[src/rtl/mm_pkg.sv]
// Shared types for the matrix-multiply result path.
// Drain FSM states and drain geometry helper.
package mm_pkg;

    typedef enum logic [1:0] {
        IDLE,
        ISSUE,
        STALL,
        FLUSH
    } drain_state_e;

    function automatic int beats_per_drain(int w, int h, int counter);
        return (w * h) / counter;
    endfunction

endpackage

[src/rtl/result_credit_counter.sv]
// Free-slot credit counter for the result shift lane.
// Starts full, one credit per lane beat slot.
module result_credit_counter
    import mm_pkg::*;
#(
    parameter int SLOTS = 16,
    parameter int CW    = $clog2(SLOTS + 1)
) (
    input  logic          clk,
    input  logic          reset,
    input  logic          take_i,
    input  logic          give_i,
    output logic [CW-1:0] count_o,
    output logic          avail_o
);

    logic [CW-1:0] r_count;

    // Take on beat start, give on lane accept; saturate at both ends
    always_ff @(posedge clk) begin
        if (reset) begin
            r_count <= CW'(SLOTS);
        end else begin
            case ({take_i, give_i})
                2'b10: if (r_count != '0) r_count <= r_count - 1'b1;
                2'b01: if (r_count != CW'(SLOTS)) r_count <= r_count + 1'b1;
                default: ;
            endcase
        end
    end

    // A lane accept with every slot already free means the lane is broken
    a_no_overflow: assert property (
        @(posedge clk) disable iff (reset)
        !(give_i && (r_count == CW'(SLOTS)))
    );

    assign count_o = r_count;
    assign avail_o = (r_count != '0);

endmodule

[src/rtl/result_drain_scheduler.sv]
// Drains systolic array results into the shift lane, one element per cycle.
// Beats only start when the lane has a free slot.
module result_drain_scheduler
    import mm_pkg::*;
#(
    parameter int ARRAY_WIDTH  = 16,
    parameter int ARRAY_HEIGHT = 16,
    parameter int DATA_WIDTH   = 16,
    parameter int BUS_WIDTH    = 256,
    parameter int SLOTS        = 16
) (
    input  logic                            clk,
    input  logic                            reset,
    input  logic                            start_i,
    output logic                            busy_o,
    output logic                            done_o,
    output logic [ARRAY_WIDTH-1:0]          array_reset_n_o,
    output logic [$clog2(ARRAY_HEIGHT)-1:0] row_sel_o,
    input  logic                            accepted_i,
    output logic [$clog2(SLOTS+1)-1:0]      credits_o
);

    localparam int COUNTER = BUS_WIDTH / DATA_WIDTH;
    localparam int BEATS   = beats_per_drain(ARRAY_WIDTH, ARRAY_HEIGHT, COUNTER);
    localparam int COL_W   = (ARRAY_WIDTH > 1) ? $clog2(ARRAY_WIDTH) : 1;
    localparam int ROW_W   = $clog2(ARRAY_HEIGHT);
    localparam int ELEM_W  = (COUNTER > 1) ? $clog2(COUNTER) : 1;
    localparam int BEAT_W  = (BEATS > 1) ? $clog2(BEATS) : 1;
    localparam int CRED_W  = $clog2(SLOTS + 1);

    if (((ARRAY_WIDTH * ARRAY_HEIGHT) % COUNTER) != 0) begin : g_bad_geometry
        $error("array size must be a whole number of lane beats");
    end

    drain_state_e              r_state;
    logic [COL_W-1:0]          r_col;
    logic [ROW_W-1:0]          r_row;
    logic [ELEM_W-1:0]         r_elem;
    logic [BEAT_W-1:0]         r_beat;
    logic                      r_fin;
    logic                      r_busy;
    logic                      r_done;
    logic [ARRAY_WIDTH-1:0]    r_sel_n;
    logic [ROW_W-1:0]          r_row_o;

    logic                      w_avail;
    logic [CRED_W-1:0]         w_credits;
    logic                      w_beat_start;
    logic                      w_issue;
    logic                      w_take;
    logic                      w_last;
    logic                      w_col_wrap;
    logic                      w_elem_wrap;
    logic [ARRAY_WIDTH-1:0]    w_sel_n;

    result_credit_counter #(
        .SLOTS (SLOTS)
    ) u_credits (
        .clk     (clk),
        .reset   (reset),
        .take_i  (w_take),
        .give_i  (accepted_i),
        .count_o (w_credits),
        .avail_o (w_avail)
    );

    // Decide whether the element at the drain pointer goes out next cycle
    always_comb begin
        w_beat_start = (r_elem == '0);
        w_issue      = 1'b0;
        case (r_state)
            IDLE:    w_issue = start_i && w_avail;
            ISSUE:   w_issue = !r_fin && (!w_beat_start || w_avail);
            STALL:   w_issue = w_avail;
            default: w_issue = 1'b0;
        endcase
        w_take      = w_issue && w_beat_start;
        w_col_wrap  = (r_col == COL_W'(ARRAY_WIDTH - 1));
        w_elem_wrap = (r_elem == ELEM_W'(COUNTER - 1));
        w_last      = w_elem_wrap && (r_beat == BEAT_W'(BEATS - 1));
        w_sel_n     = '1;
        w_sel_n[r_col] = 1'b0;
    end

    // Drain FSM, pointer advance and registered outputs
    always_ff @(posedge clk) begin
        if (reset) begin
            r_state <= IDLE;
            r_col   <= '0;
            r_row   <= '0;
            r_elem  <= '0;
            r_beat  <= '0;
            r_fin   <= 1'b0;
            r_busy  <= 1'b0;
            r_done  <= 1'b0;
            r_sel_n <= '1;
            r_row_o <= '0;
        end else begin
            r_done  <= 1'b0;
            r_sel_n <= w_issue ? w_sel_n : '1;

            case (r_state)
                IDLE: begin
                    if (start_i) begin
                        r_busy  <= 1'b1;
                        r_fin   <= 1'b0;
                        r_state <= w_avail ? ISSUE : STALL;
                    end
                end
                ISSUE: begin
                    if (r_fin) begin
                        r_state <= FLUSH;
                    end else if (!w_issue) begin
                        r_state <= STALL;
                    end
                end
                STALL: begin
                    if (w_avail) begin
                        r_state <= ISSUE;
                    end
                end
                FLUSH: begin
                    if (w_credits == CRED_W'(SLOTS)) begin
                        r_state <= IDLE;
                        r_done  <= 1'b1;
                        r_busy  <= 1'b0;
                    end
                end
                default: r_state <= IDLE;
            endcase

            if (w_issue) begin
                r_row_o <= r_row;
                r_col   <= w_col_wrap ? '0 : r_col + 1'b1;
                if (w_col_wrap) begin
                    r_row <= (r_row == ROW_W'(ARRAY_HEIGHT - 1)) ? '0 : r_row + 1'b1;
                end
                r_elem <= w_elem_wrap ? '0 : r_elem + 1'b1;
                if (w_last) begin
                    r_beat <= '0;
                    r_fin  <= 1'b1;
                end else if (w_elem_wrap) begin
                    r_beat <= r_beat + 1'b1;
                end
            end
        end
    end

    assign busy_o          = r_busy;
    assign done_o          = r_done;
    assign array_reset_n_o = r_sel_n;
    assign row_sel_o       = r_row_o;
    assign credits_o       = w_credits;

endmodule
[config.mk]
export PLATFORM = sky130hd
export DESIGN_NAME = result_drain_scheduler
export DESIGN_NICKNAME = d
export VERILOG_FILES = /design/src/rtl/mm_pkg.sv /design/src/rtl/result_credit_counter.sv /design/src/rtl/result_drain_scheduler.sv
export SDC_FILE = /design/constraint.sdc
export NUM_CORES = 1
export LEC_CHECK = 0
export CAP_MARGIN = 20
export CELL_PAD_IN_SITES_DETAIL_PLACEMENT = 1
export CELL_PAD_IN_SITES_GLOBAL_PLACEMENT = 1
export CORE_MARGIN = 8
export CORE_UTILIZATION = 38
export CTS_CLUSTER_DIAMETER = 200
export DETAILED_ROUTE_END_ITERATION = 12
export GPL_TIMING_DRIVEN = 1
export PLACE_DENSITY = 0.8
export SLEW_MARGIN = 20
export SYNTH_ARGS = -nofsm -noshare
export SYNTH_HDL_FRONTEND = slang
export SYNTH_SLANG_ARGS = --single-unit
export TNS_END_PERCENT = 50
[constraint.sdc]
create_clock -name clk -period 3.5 [get_ports clk]
set_clock_uncertainty 0.05 [all_clocks]
set_input_delay 0.35 -clock clk [delete_from_list [all_inputs] [get_ports clk]]
set_output_delay 0.35 -clock clk [all_outputs]
set_load 0.1 [all_outputs]
# ---- Yosys cells after proc, flatten, opt, wreduce, memory -nomap -nowiden
# Index checks and enable logic that the tools add are counted.
dict set report word_totals {
  ff_bits 46
  in_bits 4
}
dict set report op_classes {
  n_addsub 6
  magnitude_cmp 2
  n_eq_ne 17
  mux 26
  n_bitwise 3
  n_reduce_logical 21
}
# op n
set ops {}
lappend ops {{$mux W4} 5}
lappend ops {{$add A4 B1 Y4 const B} 4}
lappend ops {{$eq A4 B4 Y1 const B} 4}
lappend ops {{$not A16 Y16} 1}
lappend ops {{$mux W2} 6}
lappend ops {{$mux W5} 2}
lappend ops {{$pmux W5 S2} 1}
lappend ops {{$mux W1} 8}
lappend ops {{$ne A2 B2 Y1 const B} 4}
lappend ops {{$pmux W2 S4} 1}
lappend ops {{$eq A2 B2 Y1 const B} 3}
lappend ops {{$reduce_and A3 Y1} 2}
lappend ops {{$reduce_bool A2 Y1} 3}
lappend ops {{$add A5 B1 Y5 const B} 1}
lappend ops {{$eq A5 B5 Y1 const B} 1}
lappend ops {{$logic_and A1 B1 Y1} 5}
lappend ops {{$lt A4 B5 Y1 const B} 1}
lappend ops {{$ne A5 B5 Y1 const B} 1}
lappend ops {{$reduce_bool A5 Y1} 1}
lappend ops {{$sub A5 B1 Y5 const B} 1}
lappend ops {{$demux W1 S4} 1}
lappend ops {{$eq A2 B1 Y1 const B} 2}
lappend ops {{$ge A4 B1 Y1 const B} 1}
lappend ops {{$logic_not A4 Y1} 1}
lappend ops {{11 further kinds} 15}

# ---- Depth between registers and ports, before layout
# Gate-level depths: netlist of run 1.
dict set report depth {
  ltp_word 9
  depth_mapped 14
}

# ---- Modules after synthesis
# Synthesis of run 1 repeated with hierarchy kept, for this count alone.
dict set report unflattened {
  cells_unflattened 237
  area_unflattened_um2 2102.0
}
# module instances cells_per_inst area_each_um2 seq_area_each_um2
set modules_own_cells {}
lappend modules_own_cells {result_drain_scheduler 1 190 1697.9 820.8}
lappend modules_own_cells {result_credit_counter 1 47 404.1 100.1}

# ---- Least setup slack after synthesis of run 1
# No wires, ideal clock.
dict set report synth_path {
  kind {register -> register}
  start {register u_credits.r_count[0] (netlist: u_credits.count_o[0])}
  end {register u_credits.r_count[4] (netlist: u_credits.count_o[4])}
  t_arrival_ns 3.541
  setup_slack_ns -0.182
  stages_incl_launch_ff 14
  period_less_slack_ns 3.682
  cell_sequence {dfxtp_1 -> or4_4 -> buf_6 -> a211oi_4 -> buf_8 -> nor2_2 -> nand2_1 -> ha_1 -> inv_1 -> ha_1 -> nor2b_1 -> o22a_1 -> and4b_1 -> a311oi_1}
}
dict set report synth_between {
  elab_chain_len 8
  word_cells_on_any_way 18
}
# element line
set synth_rtl {}
lappend synth_rtl {{start: declaration} result_credit_counter.sv:17} ;# logic [CW-1:0] r_count;
lappend synth_rtl {{start signal: assignment} result_credit_counter.sv:22} ;# r_count <= CW'(SLOTS);
lappend synth_rtl {{start signal: assignment} result_credit_counter.sv:25} ;# 2'b10: if (r_count != '0) r_count <= r_count - 1'b1;
lappend synth_rtl {{start signal: assignment} result_credit_counter.sv:26} ;# 2'b01: if (r_count != CW'(SLOTS)) r_count <= r_count + 1'b1;
lappend synth_rtl {{$reduce_bool A5 Y1} {result_credit_counter.sv:25, result_credit_counter.sv:39}}
lappend synth_rtl {{$logic_or A1 B1 Y1} result_drain_scheduler.sv:73} ;# ISSUE: w_issue = !r_fin && (!w_beat_start || w_avail);
lappend synth_rtl {{$logic_and A1 B1 Y1} result_drain_scheduler.sv:73}
lappend synth_rtl {{$pmux W1 S3} result_drain_scheduler.sv:71} ;# case (r_state)
lappend synth_rtl {{$logic_and A1 B1 Y1} result_drain_scheduler.sv:77} ;# w_take = w_issue && w_beat_start;
lappend synth_rtl {{$eq A2 B1 Y1 / $eq A2 B2 Y1 (equally long branches)} result_credit_counter.sv:24} ;# case ({take_i, give_i})
lappend synth_rtl {{$ne A2 B1 Y1 (no line) (tied with other cells)} n/a}
lappend synth_rtl {{$reduce_and A3 Y1 (no line)} n/a}
# Parallel ways exist; a longest one is shown, timed or not. The select of a mux whose other input is x is not followed.
# A chain may end at the register's enable or synchronous reset.

# ---- Final worst setup path of run 1
dict set report layout_path {
  start {register r_elem[0]}
  end {register u_credits.r_count[4] (netlist: u_credits.count_o[4])}
}
dict set report layout_between {
  elab_chain_len 9
  word_cells_on_any_way 13
}
# element line
set layout_rtl {}
lappend layout_rtl {{start: declaration} result_drain_scheduler.sv:38} ;# logic [ELEM_W-1:0] r_elem;
lappend layout_rtl {{start signal: assignment} result_drain_scheduler.sv:138} ;# r_elem <= w_elem_wrap ? '0 : r_elem + 1'b1;
lappend layout_rtl {{$logic_not A4 Y1 (*)} result_drain_scheduler.sv:69} ;# w_beat_start = (r_elem == '0);
lappend layout_rtl {{$logic_not A1 Y1} result_drain_scheduler.sv:73}
lappend layout_rtl {{$logic_or A1 B1 Y1} result_drain_scheduler.sv:73}
lappend layout_rtl {{$logic_and A1 B1 Y1} result_drain_scheduler.sv:73}
lappend layout_rtl {{$pmux W1 S3} result_drain_scheduler.sv:71}
lappend layout_rtl {{$logic_and A1 B1 Y1 (*)} result_drain_scheduler.sv:77}
lappend layout_rtl {{$eq A2 B1 Y1 / $eq A2 B2 Y1 (equally long branches)} result_credit_counter.sv:24}
lappend layout_rtl {{$ne A2 B1 Y1 (no line) (tied with other cells)} n/a}
lappend layout_rtl {{$reduce_and A3 Y1 (no line)} n/a}
# Every way passes the cells marked *; elsewhere a longest branch is shown, timed or not.

==> impl_metrics.csv, run 1 <==
group,metric,value,unit
outcome,status,"complete, no violations",
setup_path,endpoint_kind,"flop",
die,die-area,0.00881,sq mm
setup_path,crit_type,"flop to flop",
sta,timing.final.crit_share,92.5,%
flow_run,cap_violations,0,
logic_synthesis,synth_flop_cell,"dfxtp_1",
routing,vias,1946,
placement,dp_slack,0.223,ns
setup_path,reg2reg_depth,13,
grt,grtUsageTotal,13.8,%
setup_path,crit_fanout,9,
routing,routed_wl,5.74,mm
placement,port_buffers,30,
sta,finalHoldViolCount,0,
clock_tree,root_buffer,"clkbuf_8",
placement,place_area,0.00266,sq mm
logic_synthesis,ys_warn_count,0,
routing,vias_per_cell,5.51,
power_and_ir_drop,ir_drop,0.369,mV
sta,setup_tns,0,ns
worst_hold_path,worstHoldEndpoint,"row_sel_o[1]",
setup_path,crit_chain,"inv_1, ha_1, or3b_2, a211oi_4, nor2_2, nand2_1, ha_2, inv_1, ha_1, nor2b_1, o22a_1, and4b_1, a311oi_1",
finish,utilization,46.9,%
logic_synthesis,ys_ff_latch,46,
clock_tree,htreeDepth,2,
setup_path,worstPathRequired,3.67,ns
placement,place_congestion,0.806,
finish,stdcell_area,0.00276,sq mm
logic_synthesis,ys_seq_area_share,40.0,%
clock_tree,hold_buffers,0,
finish,final_common_cell,"dfxtp_1",
routing,ant_nets,0,
die,core_area,0.00589,sq mm
power_and_ir_drop,p_leak,0.000973,uW
die,num_io_pins,31,
routing,avgRoutedWirePerCell,16.3,microns
sta,drv_slew,0,
logic_synthesis,avgSynthCellArea,9.36,sq um
clock_tree,cts_tree,"done",
finish,fin_nets,295,
power_and_ir_drop,seq_power_share,35.2,%
finish,layout-drive-gt1-share,18.3,%
logic_synthesis,synthCells,246,
routing,drt_iter0_drc,92,
sta,clock.fmax,309,MHz
logic_synthesis,synth_edf_count,0,
power_and_ir_drop,p_int,1020,uW
finish,final_cell_mix,"42 x dfxtp_1, 29 x clkdlybuf4s50_1, 21 x nand2_1, 20 x nand3_1, 17 x a21oi_1",
grt,antenna_found_initial,0,
power_and_ir_drop,pwr-share-clk,18.2,%
routing,drc,0,
power_and_ir_drop,p_sw,870,uW
die,num_rows,28,
worst_hold_path,min-delay-start,"row_sel_o[1]",
setup_path,reg2reg_setup_slack,0.26,ns
clock_tree,clock_latency,0.30,ns
die,initial_core_util,39.1,%
clock_tree,numCtsBuffers,5,
die,die_x,93.9,microns
worst_hold_path,holdPathStages,2,
setup_path,r2r-end,"u_credits.count_o[4]",
clock_tree,clk_path_buf_depth,2,
grt,grt_pass1_wl,9.89,mm
logic_synthesis,synthDistinctLibCells,59,
power_and_ir_drop,combPwrFrac,46.5,%
clock_tree,cts.repair.resized,0,
logic_synthesis,synth_area_leaders,"dfxtp_1 40%, ha_1 7.1%, nand3_1 4.3%",
logic_synthesis,syn-num-nets,264,
sta,rsz0062_at_grt,"no",
setup_path,cp-start-kind,"flop",
clock_tree,cts_setup_buffers,0,
setup_path,r2r-start,"r_elem[0]",
sta,maxSlewHeadroom,33.6,%
grt,grt_pass1_vias,2059,
logic_synthesis,syn_area,0.00230,sq mm
grt,overflow,0,
grt,grt_max_degree,21,
finish,synthToLayoutAreaGrowth,19.7,%
power_and_ir_drop,power_density,684,mW/mm^2
worst_hold_path,min_path_type,"flop to flop",
die,die-height,93.9,microns
logic_synthesis,yosys.area.top_type,"dfxtp_1",
placement,dp_hpwl,4.24,mm
logic_synthesis,synthArstFlopShare,0,%
logic_synthesis,synth_top_area_share,40.0,%
sta,period_needed,3.24,ns
setup_path,slowest_stage,"or3b_2",
routing,drtPass1Iterations,4,
sta,worst_pin_slew,0.993,ns
setup_path,max_stage_delay,0.50,ns
finish,num_antenna_cells,0,
finish,fillers,697,
sta,fin_ws,0.262,ns
power_and_ir_drop,switching_share,46.1,%
sta,finalSetupViolations,0,
clock_tree,cts_num_sinks,46,
sta,holdWs,0.421,ns
clock_tree,clk_pin_slew,0.09,ns
setup_path,cp.arrival,3.41,ns
==> synth_stat cells (all sizes together), types with 3 or more instances <==
| cell type | instances |
|---|---|
| dfxtp | 46 |
| a21oi | 25 |
| nand2 | 21 |
| nand3 | 20 |
| ha | 13 |
| o21ai | 13 |
| inv | 12 |
| nor2 | 9 |
| o31ai | 8 |
| or4 | 7 |
| nor2b | 6 |
| buf | 5 |
| clkbuf | 5 |
| nor3 | 4 |
| a31o | 3 |
| and3 | 3 |
| or2 | 3 |
==> sequential cells by signal, indices dropped and copies added, names as in the netlist <==
name,count
u_credits.count_o,5
busy_o,1
r_col,4
row_sel_o,4
r_row,4
r_elem,4
done_o,1
r_state,2
r_fin,1
r_beat,4
array_reset_n_o,16
==> per-stage QoR <==
stage,total power [uW],instances
after floorplan,1360,246
final,1890,353
after global placement,1520,345
after global routing,2000,353
after detailed placement,1550,345
after CTS,1900,353
==> worst max-delay path by stage <==
stage	from	endpoint	slack [ns]	depth (start not counted)
CTS	r_elem[0]	u_credits.count_o[4]	0.17	13
detailed placement	r_elem[0]	u_credits.count_o[4]	0.22	13
finish	r_elem[0]	u_credits.count_o[4]	0.26	13
floorplan	u_credits.count_o[0]	u_credits.count_o[4]	0.07	13
global placement	r_elem[0]	u_credits.count_o[4]	0.40	13
global route	r_elem[0]	u_credits.count_o[4]	0.03	13
==> power groups by stage <==
stage	clock network (uW)	registers [uW]	logic [uW]
after detailed placement	0	677	876
after CTS	356	665	881
after floorplan	0	846	516
after global placement	0	671	850
after global routing	377	678	949
final	344	664	878
==> per-layer routing <==
layer  wire length (microns)  vias to the layer above  track usage [%]
li1                        -                      960                -
met1                    2660                      953             16.1
met2                    2810                       25             23.8
met3                     181                        8             3.04
met4                      95                        0             5.94
met5                       0                        -                0
==> layout make-up <==
type,instances,area (sq um),share of cell area (%)
Clock buffer,5,68.8,2.50
Clock inverter,3,25.0,0.907
Inverter,12,45.0,1.63
Multi-Input combinational cell,178,1270,46.1
Sequential cell,46,926,33.6
Tap cell,75,93.8,3.40
Timing Repair Buffer,34,328,11.9
==> cells by family (layout without fill, tap and decap cells) <==
group / Yosys count / count (layout) / synth area share [%]
adders and majority gates: 14 / 14 / 7.93
buffers and inverters: 22 / 54 / 4.94
xor gates and xnor gates: 3 / 3 / 1.14
muxes: 3 / 3 / 1.36
AOI/OAI and AO/OA: 67 / 67 / 22.3
DFF: 46 / 46 / 40.0
and+or+nand+nor: 91 / 91 / 22.4
==> critical path, delay by kind of cell (launching register included) <==
kind | cells | cell delay (ns)
buffers and inverters | 2 | 0.21
adders and majority gates | 3 | 0.72
AOI/OAI and AO/OA | 3 | 0.68
and+or+nand+nor | 5 | 1.11
DFF | 1 | 0.37
Note: power is estimated with default switching activity, not from simulation.
==> inputs of run 2 (changes only) <==
- CAP_MARGIN: 20 -> not set
- CORE_UTILIZATION: 38 -> 36
- PLACE_DENSITY: 0.8 -> 0.78
- SYNTH_HIERARCHICAL: not set -> 1
==> run 2 against run 1 <==
Power up 10%. Non-clock buffer count unchanged. Cell area down 6.1%. Via count down 7.5%. Count of clock-buffer cells in the layout unchanged. Fmax about the same. Core utilization down 2.0 points. Sequential power up 5.9%. Die area down 3.1%. Register-to-register slack about the same. Clock power down 4%. Cell count down 2.0%. Critical path type unchanged. Highest routed layer unchanged.
==> impl_metrics.csv, run 2 <==
group,metric,value,unit
logic_synthesis,synth_area_leaders,"dfxtp_1 44%, ha_1 7.1%, a21oi_1 6.9%",
logic_synthesis,syn-num-nets,254,
finish,num_antenna_cells,0,
die,core_area,0.00578,sq mm
setup_path,endpoint_kind,"flop",
sta,setup_tns,0,ns
logic_synthesis,synth_flop_cell,"dfxtp_1",
finish,final_cell_mix,"41 x dfxtp_1, 34 x nand2_1, 30 x clkdlybuf4s50_1, 29 x a21oi_1, 15 x nand3_1",
sta,worst_pin_slew,1.01,ns
setup_path,crit_type,"flop to flop",
sta,finalSetupViolations,0,
logic_synthesis,synth_edf_count,0,
logic_synthesis,synth_top_area_share,43.8,%
finish,final-seq-area,932,sq um
logic_synthesis,ys_ff_latch,46,
outcome,status,"complete, no violations",
grt,overflow,0,
setup_path,cp.arrival,3.38,ns
flow_run,cap_violations,0,
routing,vias_per_cell,5.21,
routing,drt_iter0_drc,63,
logic_synthesis,ys_warn_count,6,
grt,grt_pass1_vias,1841,
die,die_x,92.4,microns
clock_tree,clk_path_buf_depth,2,
routing,routed_wl,4.97,mm
finish,synthToLayoutAreaGrowth,23.2,%
finish,multiInputGateArea,0.00110,sq mm
power_and_ir_drop,power,2080,uW
placement,dp_hpwl,3.66,mm
finish,largest_reg_flops,16,
placement,place_congestion,0.895,
placement,port_buffers,30,
clock_tree,root_buffer,"clkbuf_8",
clock_tree,cts_num_sinks,46,
clock_tree,hold_buffers,0,
sta,clock.fmax,309,MHz
logic_synthesis,synthCells,237,
routing,drtPass1Iterations,4,
die,die-area,0.00854,sq mm
finish,final_common_cell,"dfxtp_1",
logic_synthesis,synth_common_cells,"46 x dfxtp_1, 34 x nand2_1, 29 x a21oi_1",
power_and_ir_drop,ir_drop,0.535,mV
logic_synthesis,ys_seq_area_share,43.8,%
power_and_ir_drop,power_density,805,mW/mm^2
worst_hold_path,min_path_type,"flop to flop",
clock_tree,numCtsBuffers,5,
die,num_rows,28,
routing,drc,0,
logic_synthesis,synthArstFlopShare,0,%
die,initial_core_util,36.4,%
clock_tree,clock_latency,0.30,ns
sta,holdWs,0.416,ns
logic_synthesis,avgSynthCellArea,8.87,sq um
die,num_io_pins,31,
logic_synthesis,syn_area,0.00210,sq mm
logic_synthesis,synthDistinctLibCells,43,
sta,maxSlewHeadroom,32.4,%
power_and_ir_drop,p_leak,0.000920,uW
clock_tree,htreeDepth,2,
clock_tree,cts_setup_buffers,0,
routing,ant_nets,0,
setup_path,cp-start-kind,"flop",
sta,rsz0062_at_grt,"no",
clock_tree,cts.repair.resized,0,
logic_synthesis,yosys.area.top_type,"dfxtp_1",
setup_path,worstPathRequired,3.64,ns
grt,grtUsageTotal,12.5,%
grt,grt_pass1_wl,8.73,mm
finish,fin_nets,287,
routing,vias,1801,
logic_synthesis,synth_most_common_cell,"dfxtp_1",
sta,drv_slew,0,
grt,antenna_found_initial,0,
clock_tree,cts_tree,"done",
setup_path,crit_fanout,8,
finish,layout-drive-gt1-share,10.7,%
routing,avgRoutedWirePerCell,14.4,microns
clock_tree,clk_pin_slew,0.09,ns
sta,timing.final.crit_share,92.6,%
die,die-height,92.4,microns
grt,grt_max_degree,33,
finish,fillers,697,
sta,period_needed,3.24,ns
sta,finalHoldViolCount,0,
## run 2: changes by cell type in the layout (fill, tap and decap cells not counted), sizes merged, moves of 3 or more
cell / change
nand3: -5
a21oi: +4
o31ai: -4
nor3b: +3
or3: +4
nand2: +13
a31o: -3
## run 2: area by class of cell
cell class / count / share of cell area (%)
Clock inverter: 3 / 0.918
Multi-Input combinational cell: 172 / 42.5
Clock buffer: 5 / 2.66
Tap cell: 75 / 3.62
Inverter: 11 / 1.59
Timing Repair Buffer: 34 / 12.8
Sequential cell: 46 / 36.0
## run 2: worst max-delay path: stages (launching register included)
cell	delay, ns
dfxtp_4	0.38
nor4_4	0.37
nand2_1	0.24
nor4b_2	0.39
o22a_4	0.21
nor2_1	0.04
nand2b_1	0.25
ha_1	0.38
a21oi_1	0.19
o21ai_0	0.14
mux4_2	0.29
or2_1	0.21
## run 2: worst paths after layout
| path | depth (start not counted) | endpoint | from | slack [ns] |
|---|---|---|---|---|
| worst min register to register | 2 | row_sel_o[3] | row_sel_o[3] | 0.42 |
| worst max-delay path | 11 | u_credits/count_o[4] | u_credits/count_o[0] | 0.26 |
| worst max register to register | 11 | u_credits/count_o[4] | u_credits/count_o[0] | 0.26 |
| worst min-delay path | 2 | row_sel_o[3] | row_sel_o[3] | 0.42 |
## run 2: kinds of logic (layout without fill, tap and decap cells)
family	count (synthesis)	after routing	synth area share, %
buffers and inverters	19	53	3.87
DFF	46	46	43.8
and+or+nand+nor	99	99	26.1
xor gates and xnor gates	2	2	0.833
adders and majority gates	13	13	8.10
AOI/OAI and AO/OA	56	56	15.7
muxes	2	2	1.55
## run 2: where the power goes
group	total (uW)	switching [uW]	leakage (uW)	internal, uW
registers	703	99.2	0.000376	604
clock network	330	187	0.0000408	143
logic	1050	703	0.000504	349
total	2080	989	0.000920	1100
## run 2: metrics by stage
stage	utilization (%)	instance area (sq um)	setup WS [ns]	cells
after global routing	44.8	2590	0.0242	346
after floorplan	-	2110	0.0277	237
after detailed placement	43.2	2500	0.277	338
final	44.8	2590	0.260	346
after global placement	43.2	2500	0.433	338
after CTS	44.8	2590	0.263	346
## run 2: routing by layer
metal | up-vias | global-route usage [%] | wire [microns]
li1 | 904 | - | -
met1 | 871 | 13.8 | 2240
met2 | 20 | 22.2 | 2480
met3 | 6 | 3.16 | 174
met4 | 0 | 5.50 | 85
met5 | - | 0 | 0
==> inputs of run 3 (changes only) <==
- CORE_UTILIZATION: 36 -> 40
- PLACE_DENSITY: 0.78 -> 0.82
- clock period: 3.5 -> 3.05 ns (I/O delays scaled with it)
==> run 3 against run 2 <==
Sequential cell count stayed put. Worst setup slack got worse by 0.13 ns. Sequential power increased by 17%. Largest power group unchanged. First-iteration DRC count grew 22%. Cell area up 2.2%.
==> impl_metrics.csv, run 3 (synthesized netlist as in run 2, its figures left out) <==
group,metric,value,unit
routing,avgRoutedWirePerCell,16.0,microns
setup_path,worstPathRequired,3.20,ns
finish,utilization,52.1,%
sta,worst_pin_slew,0.993,ns
sta,timing.final.crit_share,95.7,%
finish,layout-drive-gt1-share,16.2,%
worst_hold_path,min-delay-start,"row_sel_o[3]",
power_and_ir_drop,ir_drop,0.436,mV
setup_path,crit_start,"u_credits/count_o[0]",
die,die-area,0.00783,sq mm
finish,final_cell_mix,"41 x dfxtp_1, 33 x nand2_1, 29 x a21oi_1, 21 x clkdlybuf4s50_1, 15 x nand3_1",
die,core_area,0.00507,sq mm
grt,grt_pass1_wl,9.09,mm
finish,fillers,616,
sta,finalSetupViolations,0,
clock_tree,numCtsBuffers,5,
clock_tree,cts.repair.resized,0,
worst_hold_path,min_path_type,"flop to flop",
sta,rsz0062_at_grt,"no",
finish,final-seq-area,940,sq um
grt,grt_pass1_vias,1862,
sta,drv_slew,0,
power_and_ir_drop,seq_power_share,32.1,%
setup_path,reg2reg_setup_slack,0.13,ns
setup_path,crit_chain,"nor4_4, nand2_2, nor4b_4, o22a_4, nor2_1, nand2b_4, ha_4, a21oi_1, o21ai_1, mux4_2, or2_1",
clock_tree,clk_path_buf_depth,2,
grt,grtUsageTotal,14.9,%
power_and_ir_drop,power,2560,uW
outcome,status,"complete, no violations",
clock_tree,htreeDepth,2,
routing,vias,1831,
power_and_ir_drop,p_sw,1200,uW
routing,ant_nets,0,
die,die-height,88.5,microns
clock_tree,clock_latency,0.30,ns
flow_run,cap_violations,0,
finish,stdcell_area,0.00265,sq mm
sta,setup_tns,0,ns
placement,dp_hpwl,4.03,mm
routing,drtPass1Iterations,4,
placement,dpl.cell_count,333,
die,die_x,88.5,microns
setup_path,slowest_stage,"nor4_4",
finish,fin_nets,288,
finish,num_antenna_cells,0,
placement,place_area,0.00252,sq mm
power_and_ir_drop,pwr-share-clk,17.4,%
clock_tree,hold_buffers,0,
setup_path,crit_fanout,8,
placement,place_congestion,0.843,
setup_path,cpLargestDelayFamily,"simple AND/OR/NAND/NOR gates",
placement,port_buffers,30,
routing,routed_wl,5.48,mm
setup_path,cp_num_buf_inv,0,
sta,clock.fmax,343,MHz
setup_path,crit_type,"flop to flop",
routing,drt_iter0_drc,77,
clock_tree,root_buffer,"clkbuf_8",
setup_path,r2r-start,"u_credits/count_o[0]",
sta,maxSlewHeadroom,33.6,%
power_and_ir_drop,p_leak,0.000968,uW
power_and_ir_drop,power_density,968,mW/mm^2
routing,vias_per_cell,5.35,
routing,drc,0,
finish,synthToLayoutAreaGrowth,25.9,%
grt,grt_max_degree,33,
die,initial_core_util,41.4,%
clock_tree,cts_num_sinks,46,
setup_path,cp.arrival,3.07,ns
setup_path,max_stage_delay,0.40,ns
die,num_rows,26,
finish,final_common_cell,"dfxtp_1",
grt,antenna_found_initial,0,
power_and_ir_drop,p_int,1360,uW
grt,overflow,0,
finish,instances_no_fill,342,
finish,largest_reg_flops,16,
sta,finalHoldViolCount,0,
setup_path,endpoint_kind,"flop",
die,num_io_pins,31,
power_and_ir_drop,combPwrFrac,50.5,%
setup_path,cp-start-kind,"flop",
power_and_ir_drop,switching_share,47.0,%
clock_tree,cts_tree,"done",
clock_tree,clk_pin_slew,0.09,ns
sta,period_needed,2.92,ns
finish,multiInputGateArea,0.00115,sq mm
run 3: power by group through the flow:
stage	Clock [uW]	Combinational (uW)	Sequential (uW)
after floorplan	0	685	1140
after global routing	478	1390	840
after global placement	0	1220	832
after CTS	459	1270	824
after detailed placement	0	1260	835
final	446	1290	822
run 3: worst reg2reg max path, stage by stage (launching register included):
cell and delay, ns:
dfxtp_4 0.39, nor4_4 0.40, nand2_2 0.19, nor4b_4 0.35
o22a_4 0.19, nor2_1 0.04, nand2b_4 0.19, ha_4 0.27
a21oi_1 0.16, o21ai_1 0.10, mux4_2 0.28, or2_1 0.21
run 3: final cells by class:
class | count | area share (%)
well taps | 70 | 3.31
inverters | 11 | 1.56
clock inverters | 2 | 0.709
flip-flops and latches | 46 | 35.5
repair buffers | 35 | 11.9
clock buffers | 6 | 3.55
multi-input cells | 172 | 43.5
run 3: through the flow:
step	hold slack (ns)	setup WS (ns)
3_3_place_gp	0.389	0.254
5_1_grt	0.425	0.0228
6_report	0.408	0.131
4_1_cts	0.414	0.122
2_1_floorplan	0.314	-0.0484
3_5_place_dp	0.400	0.175
run 3: timing repair:
| item | 4_1_cts | 5_1_grt |
|---|---|---|
| endpoints found under the setup margin | 0 | 2 |
| endpoints found under the hold margin | 0 | 0 |
| buffers inserted | 0 | 1 |
run 3: path summary, 6_finish.rpt:
kind                               end  cells after the start
hold reg to reg           row_sel_o[3]                      2
hold / removal            row_sel_o[3]                      2
setup reg to reg  u_credits/count_o[4]                     11
setup / recovery  u_credits/count_o[4]                     11
run 3: layer usage:
layer  vias to the layer above  share of wire [%]  track usage, %
li1                        902                  -               -
met2                        22                 49            25.2
met4                         0                1.1            4.45
met3                         6                3.0            3.25
met5                         -                  0               0
met1                       901                 46            18.4
